File: config.mk
export PLATFORM = sky130hd
export DESIGN_NAME = rr_scan_sel
export DESIGN_NICKNAME = d
export VERILOG_FILES = /design/src/rtl/rr_scan_sel.sv
export SDC_FILE = /design/constraint.sdc
export NUM_CORES = 1
export LEC_CHECK = 0
export CORE_MARGIN = 10
export CORE_UTILIZATION = 50
export CTS_CLUSTER_DIAMETER = 150
export DETAILED_ROUTE_END_ITERATION = 6
export GPL_ROUTABILITY_DRIVEN = 0
export PLACE_DENSITY = 0.81
export SLEW_MARGIN = 15
export SYNTH_ARGS = -nofsm -noshare
export SYNTH_HDL_FRONTEND = slang
export SYNTH_SLANG_ARGS = --single-unit
File: constraint.sdc
create_clock -name clk -period 2.2 [get_ports clk]
set_input_delay 0.22 -clock clk [delete_from_list [all_inputs] [get_ports clk]]
set_output_delay 0.22 -clock clk [all_outputs]
set_load 0.02 [all_outputs]
File: src/rtl/rr_scan_sel.sv
// Round-robin channel scanner driving a 2-to-4 decoder select (A,B) and enable.
// Each grant lasts a latched number of non-hold cycles, followed by one
// break-before-make GAP cycle with the decoder disabled.
module rr_scan_sel #(
    parameter int DWELL_W = 4
) (
    input  logic               clk,
    input  logic               rst,
    input  logic [3:0]         req,
    input  logic [DWELL_W-1:0] dwell,
    input  logic               hold,
    output logic               A,
    output logic               B,
    output logic               EN,
    output logic               busy,
    output logic               done
);

    typedef enum logic [1:0] {
        IDLE  = 2'd0,
        GRANT = 2'd1,
        GAP   = 2'd2
    } state_t;

    state_t             state_reg, state_next;
    logic [1:0]         idx_reg, idx_next;     // channel currently on the decoder select
    logic [1:0]         last_reg, last_next;   // round-robin pointer (last winner)
    logic [DWELL_W-1:0] cnt_reg, cnt_next;     // non-hold cycles elapsed in this grant
    logic [DWELL_W-1:0] len_reg, len_next;     // latched grant length, never 0

    logic [1:0] cand [4];
    logic [3:0] hit;
    logic [1:0] win;
    logic       last_cycle;

    // Candidate k is the k-th channel after the last winner; hit marks a request there.
    generate
        for (genvar gi = 0; gi < 4; gi++) begin : g_rr
            assign cand[gi] = last_reg + 2'(gi + 1);
            assign hit[gi]  = req[cand[gi]];
        end
    endgenerate

    // Pick the nearest requesting channel after the last winner (lowest offset wins).
    always_comb begin
        win = cand[0];
        for (int k = 3; k >= 0; k--) begin
            if (hit[k]) begin
                win = cand[k];
            end
        end
    end

    // Counter stops one short of the length, so it can never wrap inside a grant.
    assign last_cycle = (cnt_reg == len_reg - DWELL_W'(1));

    // Next-state logic: arbitrate from IDLE/GAP, count non-hold cycles in GRANT.
    always_comb begin
        state_next = state_reg;
        idx_next   = idx_reg;
        last_next  = last_reg;
        cnt_next   = cnt_reg;
        len_next   = len_reg;
        case (state_reg)
            IDLE, GAP: begin
                if (|req) begin
                    state_next = GRANT;
                    idx_next   = win;
                    last_next  = win;
                    cnt_next   = '0;
                    len_next   = (dwell == '0) ? DWELL_W'(1) : dwell;
                end else begin
                    state_next = IDLE;
                end
            end
            GRANT: begin
                if (!hold) begin
                    if (last_cycle) begin
                        state_next = GAP;
                    end else begin
                        cnt_next = cnt_reg + DWELL_W'(1);
                    end
                end
            end
            default: begin
                state_next = IDLE;
            end
        endcase
    end

    // State register with synchronous reset; pointer starts at 3 so channel 0 is searched first.
    always_ff @(posedge clk) begin
        if (rst) begin
            state_reg <= IDLE;
            idx_reg   <= 2'd0;
            last_reg  <= 2'd3;
            cnt_reg   <= '0;
            len_reg   <= DWELL_W'(1);
        end else begin
            state_reg <= state_next;
            idx_reg   <= idx_next;
            last_reg  <= last_next;
            cnt_reg   <= cnt_next;
            len_reg   <= len_next;
        end
    end

    assign A    = idx_reg[1];
    assign B    = idx_reg[0];
    assign EN   = (state_reg == GRANT);
    assign busy = (state_reg != IDLE);
    // done is suppressed while a reset is pending so an aborted grant never reports completion.
    assign done = (state_reg == GRANT) && !hold && last_cycle && !rst;

endmodule

==> summary.txt, run 1 <==
share of the synthesized area in the top cell type: 0.333
hold path startpoint: idx_reg[1]
Reg clk slew, reported paths: 0.09 ns
status: completed
synthesized flop and latch total: 14
area grow syn2layout: 29.6%
core area: 1540 um^2
aggregate global routing overflow: 0
1st-pass router iterations: 4
vias in the first global route: 723
Inst Count DP: 135
WS Path Type: flop to output port
Async SR Flop Fraction: 0
Arr. time, crit path: 1.90 ns
worst vdd ir: 0.464 mV
Worst slew margin: 0.588
final hold vios: 0
Num CTS Buffers: 3
# nets final: 137
Initial Utilization: 0.545
pin count of the biggest net entering global routing: 14
fin crit period: 2.12 ns
CTS tree: built
Finished Layout Cells: 139
I/O Buffers: 15
share of cells above drive strength 1: 0.211
Ys Warns: 0
top cells by area, synth: dfxtp_1 33%, a21oi_1 5.4%, xnor2_1 5.2%
Post-Syn Area: 841 um^2
I/O pin total: 16
setup violators final: 0
skew final: 0.00758 ns
Worst Max-Slew Pin Slew: 0.615 ns
Clock Tree Root: clkbuf_4
DP HPWL: 1.43 mm
crit end category: output port
clk_lat worst skew: 0.29 ns
DR iter-0 viols: 16
H-tree levels: 1
final setup TNS: 0 ns
Critical Path Start Type: flop
# diodes: 0
Syn Nets: 112
Die Wd: 61.0 um
max-cap viol count: 0
die span in y: 61.0 um
Final Util: 0.707
Lkg Pwr: 0.432 nW
Die Area: 3720 um^2
postcts setup bufs: 0
Crit. Startpoint: len_reg[0]
DR DRC count: 0
Distinct cells, synth: 38
Core Rows: 14
Final Total Pwr: 0.749 mW
Vias: 802
number of routed nets with antenna violations: 0
Fillers: 109
WL/cell: 14.0 um
Seq/Total Area, Yosys: 0.333
initial antenna violation count: 0
Avg Cell Area, Syn: 8.49 um^2
clock sinks: 14
Total GRT Usage: 0.112
global-route wire length before repair: 3.19 mm
worst-path fanout max: 2
Routed Wire Length: 1.95 mm
PD cells: 687 nW/um^2
Max Fclk: 0.472 GHz
Post-synth EDFFs: 0
Worst Hold Class: flop to flop
Slew Viols, Final: 0
RSZ-0062 raised after global routing: no
Synth Flop Type: dfxtp_1
WP data required: 1.98 ns
Mapped Cells: 99
clk buf depth: 2
cell taking the most area after synthesis: dfxtp_1
worst flop-to-flop path startpoint: len_reg[0]
Final period util: 0.963
DR vias/cell: 5.77
## area by class of cell
| class | count | area, um^2 | share of cell area |
|---|---|---|---|
| timing repair buffer | 23 | 205 | 0.188 |
| clock buffer | 4 | 36.3 | 0.0333 |
| sequential | 14 | 282 | 0.258 |
| inverter | 5 | 18.8 | 0.0172 |
| multi-input combinational | 77 | 528 | 0.484 |
| tap | 16 | 20.0 | 0.0184 |
## timing repair
action | 4_1_cts | 5_1_grt
resized for setup | 5 | 1
endpoints found under the setup margin | 1 | 1
hold buffers | 0 | 0
hold endpoints to repair | 0 | 0
## layout by cell type, fill, tap and decap left out, types with 2 or more instances in the layout
cell type / count
a21boi_1: 2
xnor2_1: 5
inv_1: 5
nand2_1: 10
nor3_1: 3
clkbuf_4: 3
nor4_1: 2
ha_1: 2
clkdlybuf4s50_1: 14
o21ai_0: 3
dfxtp_1: 13
or3_1: 2
o21bai_1: 2
a32oi_1: 2
and3b_1: 2
a21oi_1: 9
buf_4: 8
xor2_1: 2
nor2_1: 10
nor4_2: 2
## report_power, final
part | switching [mW] | internal (mW)
clock | 0.0883 | 0.101
combinational | 0.122 | 0.133
sequential | 0.0279 | 0.276
## worst paths after layout
path | endpoint | slack (ns) | depth (start not counted)
setup / recovery | done | 0.08 | 7
hold / removal | idx_reg[1] | 0.47 | 2
setup reg to reg | cnt_reg[3] | 0.34 | 8
hold reg to reg | idx_reg[1] | 0.47 | 2
## metrics by stage
stage / worst slack, ns / instance area (um^2) / hold WS (ns)
after CTS: 0.0578 / 1090 / 0.477
after floorplan: 0.00911 / 841 / 0.291
final: 0.0805 / 1090 / 0.469
after global routing: 0.00179 / 1090 / 0.514
after detailed placement: -0.0728 / 1060 / 0.460
after global placement: -0.0407 / 1060 / 0.446
## synth_stat cells (2+ instances only)
library cell,instances
nor2_1,10
ha_1,2
nand2_1,10
a32oi_1,2
dfxtp_1,14
xnor2_1,5
o21bai_1,2
nor4_2,2
and3b_1,2
inv_1,5
a21boi_1,2
xor2_1,2
o21ai_0,3
or3_1,2
buf_2,2
nor3_1,3
a21oi_1,9
nor4_1,2
## metal layers
metal | wire, um | global-route usage | share of wire
met1 | 875 | 0.137 | 0.45
met4 | 43 | 0.0690 | 0.022
met2 | 894 | 0.175 | 0.46
met3 | 135 | 0.0251 | 0.069
met5 | 0 | 0 | 0
## logic make-up (layout without fill, tap and decap cells)
logic type                 after synthesis  in the layout  synth area share
and+or+nand+nor                         43             43             0.299
DFF                                     14             14             0.333
adders and majority gates                2              2            0.0298
buffers and inverters                    8             32            0.0387
AOI/OAI and AO/OA                       25             25             0.226
xor gates and xnor gates                 7              7            0.0729
## worst max-delay path, stage by stage, from the launching register on
cell and delay, ns:
dfxtp_2 0.33, inv_1 0.04, ha_1 0.29, xor2_1 0.14, nand2_1 0.08, or3_4 0.37
nor4_1 0.15, buf_2 0.21
Note: power is estimated with default switching activity, not from simulation.
==> run 2, diff against run 1 <==
--- a/config.mk
+++ b/config.mk
@@ -10,7 +10,7 @@
 export CTS_CLUSTER_DIAMETER = 150
 export DETAILED_ROUTE_END_ITERATION = 6
 export GPL_ROUTABILITY_DRIVEN = 0
-export PLACE_DENSITY = 0.81
+export PLACE_DENSITY = 0.8
 export SLEW_MARGIN = 15
 export SYNTH_ARGS = -nofsm -noshare
 export SYNTH_HDL_FRONTEND = slang
==> constraint.sdc (replaced) <==
create_clock -name clk -period 2.23 [get_ports clk]
set_input_delay 0.223 -clock clk [delete_from_list [all_inputs] [get_ports clk]]
set_output_delay 0.223 -clock clk [all_outputs]
set_load 0.02 [all_outputs]
==> run 2 against run 1 <==
Compared with the run above: combinational power barely moved; die area did not move; via count fell by 1.6%; total power fell by 0.33%; critical path depth did not move; clock skew fell by 0.0037 ns; largest power group unchanged.
==> summary.txt, run 2 (synthesis gave the netlist of run 1 again) <==
status: completed
Worst Slack Setup Final: 0.106 ns
Levels on crit path: 7
dpl ws: -0.0798 ns
global-route wire length before repair: 3.18 mm
combinational share of power: 0.342
CP max stage cell: or3_4
hold_ws: 0.465 ns
# diodes: 0
DP Area: 1050 um^2
1st-pass router iterations: 4
max-cap viol count: 0
worst-path fanout max: 2
I/O pin total: 16
WHS Path Cells: 2
PD cells: 678 nW/um^2
hold_buf cts: 0
clk_lat worst skew: 0.29 ns
WP data required: 2.01 ns
Final Total Pwr: 0.747 mW
Die Wd: 61.0 um
number of routed nets with antenna violations: 0
most frequent cells in the layout: 14 x clkdlybuf4s50_1, 12 x dfxtp_1, 10 x nand2_1, 10 x nor2_1, 9 x a21oi_1
worst vdd ir: 0.397 mV
I/O Buffers: 15
initial antenna violation count: 0
RSZ-0062 raised after global routing: no
Final period util: 0.952
Clock Tree Root: clkbuf_4
worst-path cell chain: inv_1 -> ha_1 -> xor2_1 -> nand2_1 -> or3_4 -> nor4_4 -> buf_4
Critical Path Start Type: flop
Seq pwr share: 0.404
Lkg Pwr: 0.430 nW
clock sinks: 14
DP HPWL: 1.49 mm
setup violators final: 0
# nets final: 136
H-tree levels: 1
Worst Hold Class: flop to flop
Total GRT Usage: 0.112
Die Area: 3720 um^2
DR DRC count: 0
switch share: 0.327
Reg clk slew, reported paths: 0.09 ns
most common cell after layout, fill and taps aside: clkdlybuf4s50_1
Routed Wire Length: 1.98 mm
Vias: 789
Max Fclk: 0.471 GHz
area grow syn2layout: 31.0%
Core Rows: 14
CP bufs+invs: 2
pin count of the biggest net entering global routing: 14
fin crit period: 2.12 ns
Switch Pwr: 0.244 mW
Initial Utilization: 0.545
Slew Viols, Final: 0
die span in y: 61.0 um
R2R Setup Slk: 0.43 ns
crit end category: output port
max incr delay on CP: 0.39 ns
final hold vios: 0
aggregate global routing overflow: 0
Register-to-Register Path Depth: 8
skew final: 0.00385 ns
Arr. time, crit path: 1.90 ns
clk buf depth: 2
WS Path Type: flop to output port
Worst slew margin: 0.602
Crit path max-delay family: simple AND/OR/NAND/NOR gates
vias in the first global route: 767
Internal: 0.503 mW
CTS tree: built
Num CTS Buffers: 3
DR iter-0 viols: 15
WL/cell: 14.4 um
Worst Max-Slew Pin Slew: 0.594 ns
Final Cell Area: 1100 um^2
core area: 1540 um^2
clock network power share: 0.254
share of cells above drive strength 1: 0.221
DR vias/cell: 5.72
==> run 2: cell count changes in the layout (fill, tap and decap cells not counted) <==
cell / before / now
nor4_1: 2 / 1
nor4_4: 0 / 1
buf_2: 1 / 0
dfxtp_2: 1 / 2
dfxtp_1: 13 / 12
==> run 2: final timing paths <==
kind,start,end
max reg2reg,len_reg[0],cnt_reg[3]
max,len_reg[0],done
min reg2reg,idx_reg[1],idx_reg[1]
min,idx_reg[1],idx_reg[1]
==> run 2: through the flow <==
step           setup TNS [ns]  std cells  utilization
3_3_place_gp          -0.0102        134        0.681
6_report                    0        138        0.714
3_5_place_dp          -0.0798        134        0.681
5_1_grt                     0        138        0.714
2_1_floorplan               0         99            -
4_1_cts                     0        138        0.701
==> run 2: repair_timing <==
item                                    in CTS  in global routing
hold endpoints to repair                     0                  0
buffers inserted                             0                  0
pin swaps                                    0                  0
endpoints found under the setup margin       1                  1
gates resized for setup                      5                  5
==> run 2: cell type report <==
class	count	area, um^2
Timing Repair Buffer	22	200
Clock buffer	4	36.3
Multi-Input combinational cell	77	543
Fill cell	126	440
Tap cell	16	20.0
Inverter	5	18.8
Sequential cell	14	283
==> run 2: worst min-delay path: cells and delay by family, from the launching register on <==
kind / cells / cell delay (ns)
flip-flops: 1 / 0.32
AO/OA/AOI/OAI: 1 / 0.05
AND/OR/NAND/NOR: 1 / 0.05
==> run 2: power groups by stage <==
| stage | clock network [mW] | logic (mW) | registers, mW |
|---|---|---|---|
| after floorplan | 0 | 0.154 | 0.302 |
| after global placement | 0 | 0.241 | 0.304 |
| after detailed placement | 0 | 0.250 | 0.306 |
| after CTS | 0.191 | 0.251 | 0.300 |
| after global routing | 0.208 | 0.280 | 0.306 |
| final | 0.190 | 0.256 | 0.301 |
==> run 2: metal layers <==
layer  track usage  wire [um]  vias up
met5             0          0        -
met4        0.0690         33        0
met3        0.0397        128        6
met2         0.179        933       21
met1         0.124        886      361
li1              -          -      401
==> run 3, diff against run 2 <==
--- a/config.mk
+++ b/config.mk
@@ -7,6 +7,7 @@
 export LEC_CHECK = 0
 export CORE_MARGIN = 10
 export CORE_UTILIZATION = 50
+export CTS_BUF_LIST = sky130_fd_sc_hd__clkbuf_16
 export CTS_CLUSTER_DIAMETER = 150
 export DETAILED_ROUTE_END_ITERATION = 6
 export GPL_ROUTABILITY_DRIVEN = 0
==> run 3 against run 2 <==
Compared with the run above: global-route usage is 0.58 points higher; sequential power is essentially flat; first-iteration DRC count decreased by 13%; combinational power decreased by 3%; clock power rose by 80%; non-clock buffer count is the same; register-to-register slack lost 0.09 ns; sequential share of layout area shrank 0.74 points; die area unchanged; count of clock-buffer cells in the layout is 1 lower; core utilization grew 1.5 points; hold slack worse by 0.0074 ns; critical endpoint unchanged; largest cell class unchanged.
==> summary.txt, run 3 (synthesis gave the netlist of run 1 again) <==
Max Fclk: 0.472 GHz
vias in the first global route: 787
WHS Path Cells: 2
Finished Layout Cells: 138
postcts setup bufs: 0
setup violators final: 0
clk_lat worst skew: 0.24 ns
worst flop-to-flop path startpoint: len_reg[0]
R2R Path End: cnt_reg[2]
Hold Path Sink: idx_reg[1]
status: completed
I/O Buffers: 15
DP HPWL: 1.49 mm
clock network power share: 0.383
skew final: 0.00373 ns
Lkg Pwr: 0.445 nW
PD cells: 795 nW/um^2
pin count of the biggest net entering global routing: 14
WS Path Type: flop to output port
initial antenna violation count: 0
fin crit period: 2.12 ns
core area: 1540 um^2
aggregate global routing overflow: 0
worst vdd ir: 0.488 mV
worst-path fanout max: 2
Vias: 785
Fillers: 122
Clock Tree Root: clkbuf_16
Total GRT Usage: 0.118
Switch Pwr: 0.253 mW
Worst Max-Slew Pin Slew: 0.601 ns
R2R Setup Slk: 0.34 ns
final hold vios: 0
dpl ws: -0.0798 ns
switch share: 0.283
H-tree levels: 1
DR DRC count: 0
hold path startpoint: idx_reg[1]
Reg clk slew, reported paths: 0.05 ns
Routed Wire Length: 2.01 mm
Internal: 0.640 mW
# diodes: 0
combinational share of power: 0.279
Final period util: 0.950
global-route wire length before repair: 3.32 mm
hold_buf cts: 0
WP data required: 2.01 ns
Worst slew margin: 0.598
clk buf depth: 2
# nets final: 136
Arr. time, crit path: 1.90 ns
Worst Hold Class: flop to flop
crit end category: output port
Num CTS Buffers: 3
share of cells above drive strength 1: 0.189
die span in y: 61.0 um
area grow syn2layout: 33.6%
max-cap viol count: 0
CTS tree: built
Critical Path Start Type: flop
Die Area: 3720 um^2
Core Rows: 14
clock sinks: 14
WL/cell: 14.5 um
Worst Slack Setup Final: 0.111 ns
Register-to-Register Path Depth: 8
most frequent cells in the layout: 14 x dfxtp_1, 14 x clkdlybuf4s50_1, 10 x nand2_1, 10 x nor2_1, 9 x a21oi_1
1st-pass router iterations: 6
Slew Viols, Final: 0
Initial Utilization: 0.545
Inst Count DP: 134
number of routed nets with antenna violations: 0
Die Wd: 61.0 um
I/O pin total: 16
DR vias/cell: 5.69
Seq pwr share: 0.338
DR iter-0 viols: 13
RSZ-0062 raised after global routing: no
-- run 3: cell types whose count changed in the layout (fill, tap and decap cells not counted) --
cell	before	now
clkbuf_16	0	3
clkbuf_4	3	0
dfxtp_1	12	14
dfxtp_2	2	0
buf_2	0	1
buf_4	8	7
clkbuf_8	1	0
clkinv_1	0	1
nor4_1	1	2
nor4_4	1	0
-- run 3: final cells by class --
class | instances | area, um^2 | share of cell area
Sequential cell | 14 | 280 | 0.249
Clock inverter | 1 | 3.75 | 0.00334
Timing Repair Buffer | 22 | 198 | 0.176
Inverter | 5 | 18.8 | 0.0167
Tap cell | 16 | 20.0 | 0.0178
Clock buffer | 3 | 75.1 | 0.0668
Multi-Input combinational cell | 77 | 528 | 0.470
-- run 3: routing by layer --
| metal | up-vias | wire length, um | track usage |
|---|---|---|---|
| li1 | 404 | - | - |
| met1 | 350 | 902 | 0.128 |
| met2 | 23 | 912 | 0.188 |
| met3 | 8 | 118 | 0.0334 |
| met4 | 0 | 71 | 0.0909 |
| met5 | - | 0 | 0 |
-- run 3: how the worst max path moves through the flow --
stage	slack, ns	endpoint	startpoint	cells past startpoint
2_1_floorplan	0.04	done	len_reg[0]	6
3_3_place_gp	-0.01	done	len_reg[0]	7
5_1_grt	0.01	done	len_reg[0]	7
3_5_place_dp	-0.08	done	len_reg[0]	7
6_report	0.11	done	len_reg[0]	7
4_1_cts	0.09	done	len_reg[0]	7
-- run 3: power by group through the flow --
stage,combinational (mW),clock [mW],sequential [mW]
after global placement,0.241,0,0.304
final,0.249,0.342,0.302
after global routing,0.275,0.362,0.306
after floorplan,0.154,0,0.302
after detailed placement,0.250,0,0.306
after CTS,0.252,0.346,0.302
-- run 3: timing repair --
action	in CTS	in global routing
gates resized for setup	5	0
endpoints found under the setup margin	1	0
hold endpoints to repair	0	0
-- run 3: through the flow --
step           instance area [um^2]  TNS [ns]   util  power (mW)  hold slack (ns)
2_1_floorplan                   841         0      -       0.456            0.294
3_3_place_gp                   1050   -0.0102  0.681       0.545            0.446
3_5_place_dp                   1050   -0.0798  0.681       0.556            0.457
4_1_cts                        1120         0  0.729       0.899            0.467
5_1_grt                        1120         0  0.729       0.943            0.505
6_report                       1120         0  0.729       0.893            0.458
-- run 3: worst max-delay path, cell delays in order (launching register included) --
cell     delay, ns
dfxtp_1       0.35
inv_1         0.06
ha_1          0.29
xor2_1        0.15
nand2_1       0.08
or3_4         0.37
nor4_1        0.15
buf_2         0.21
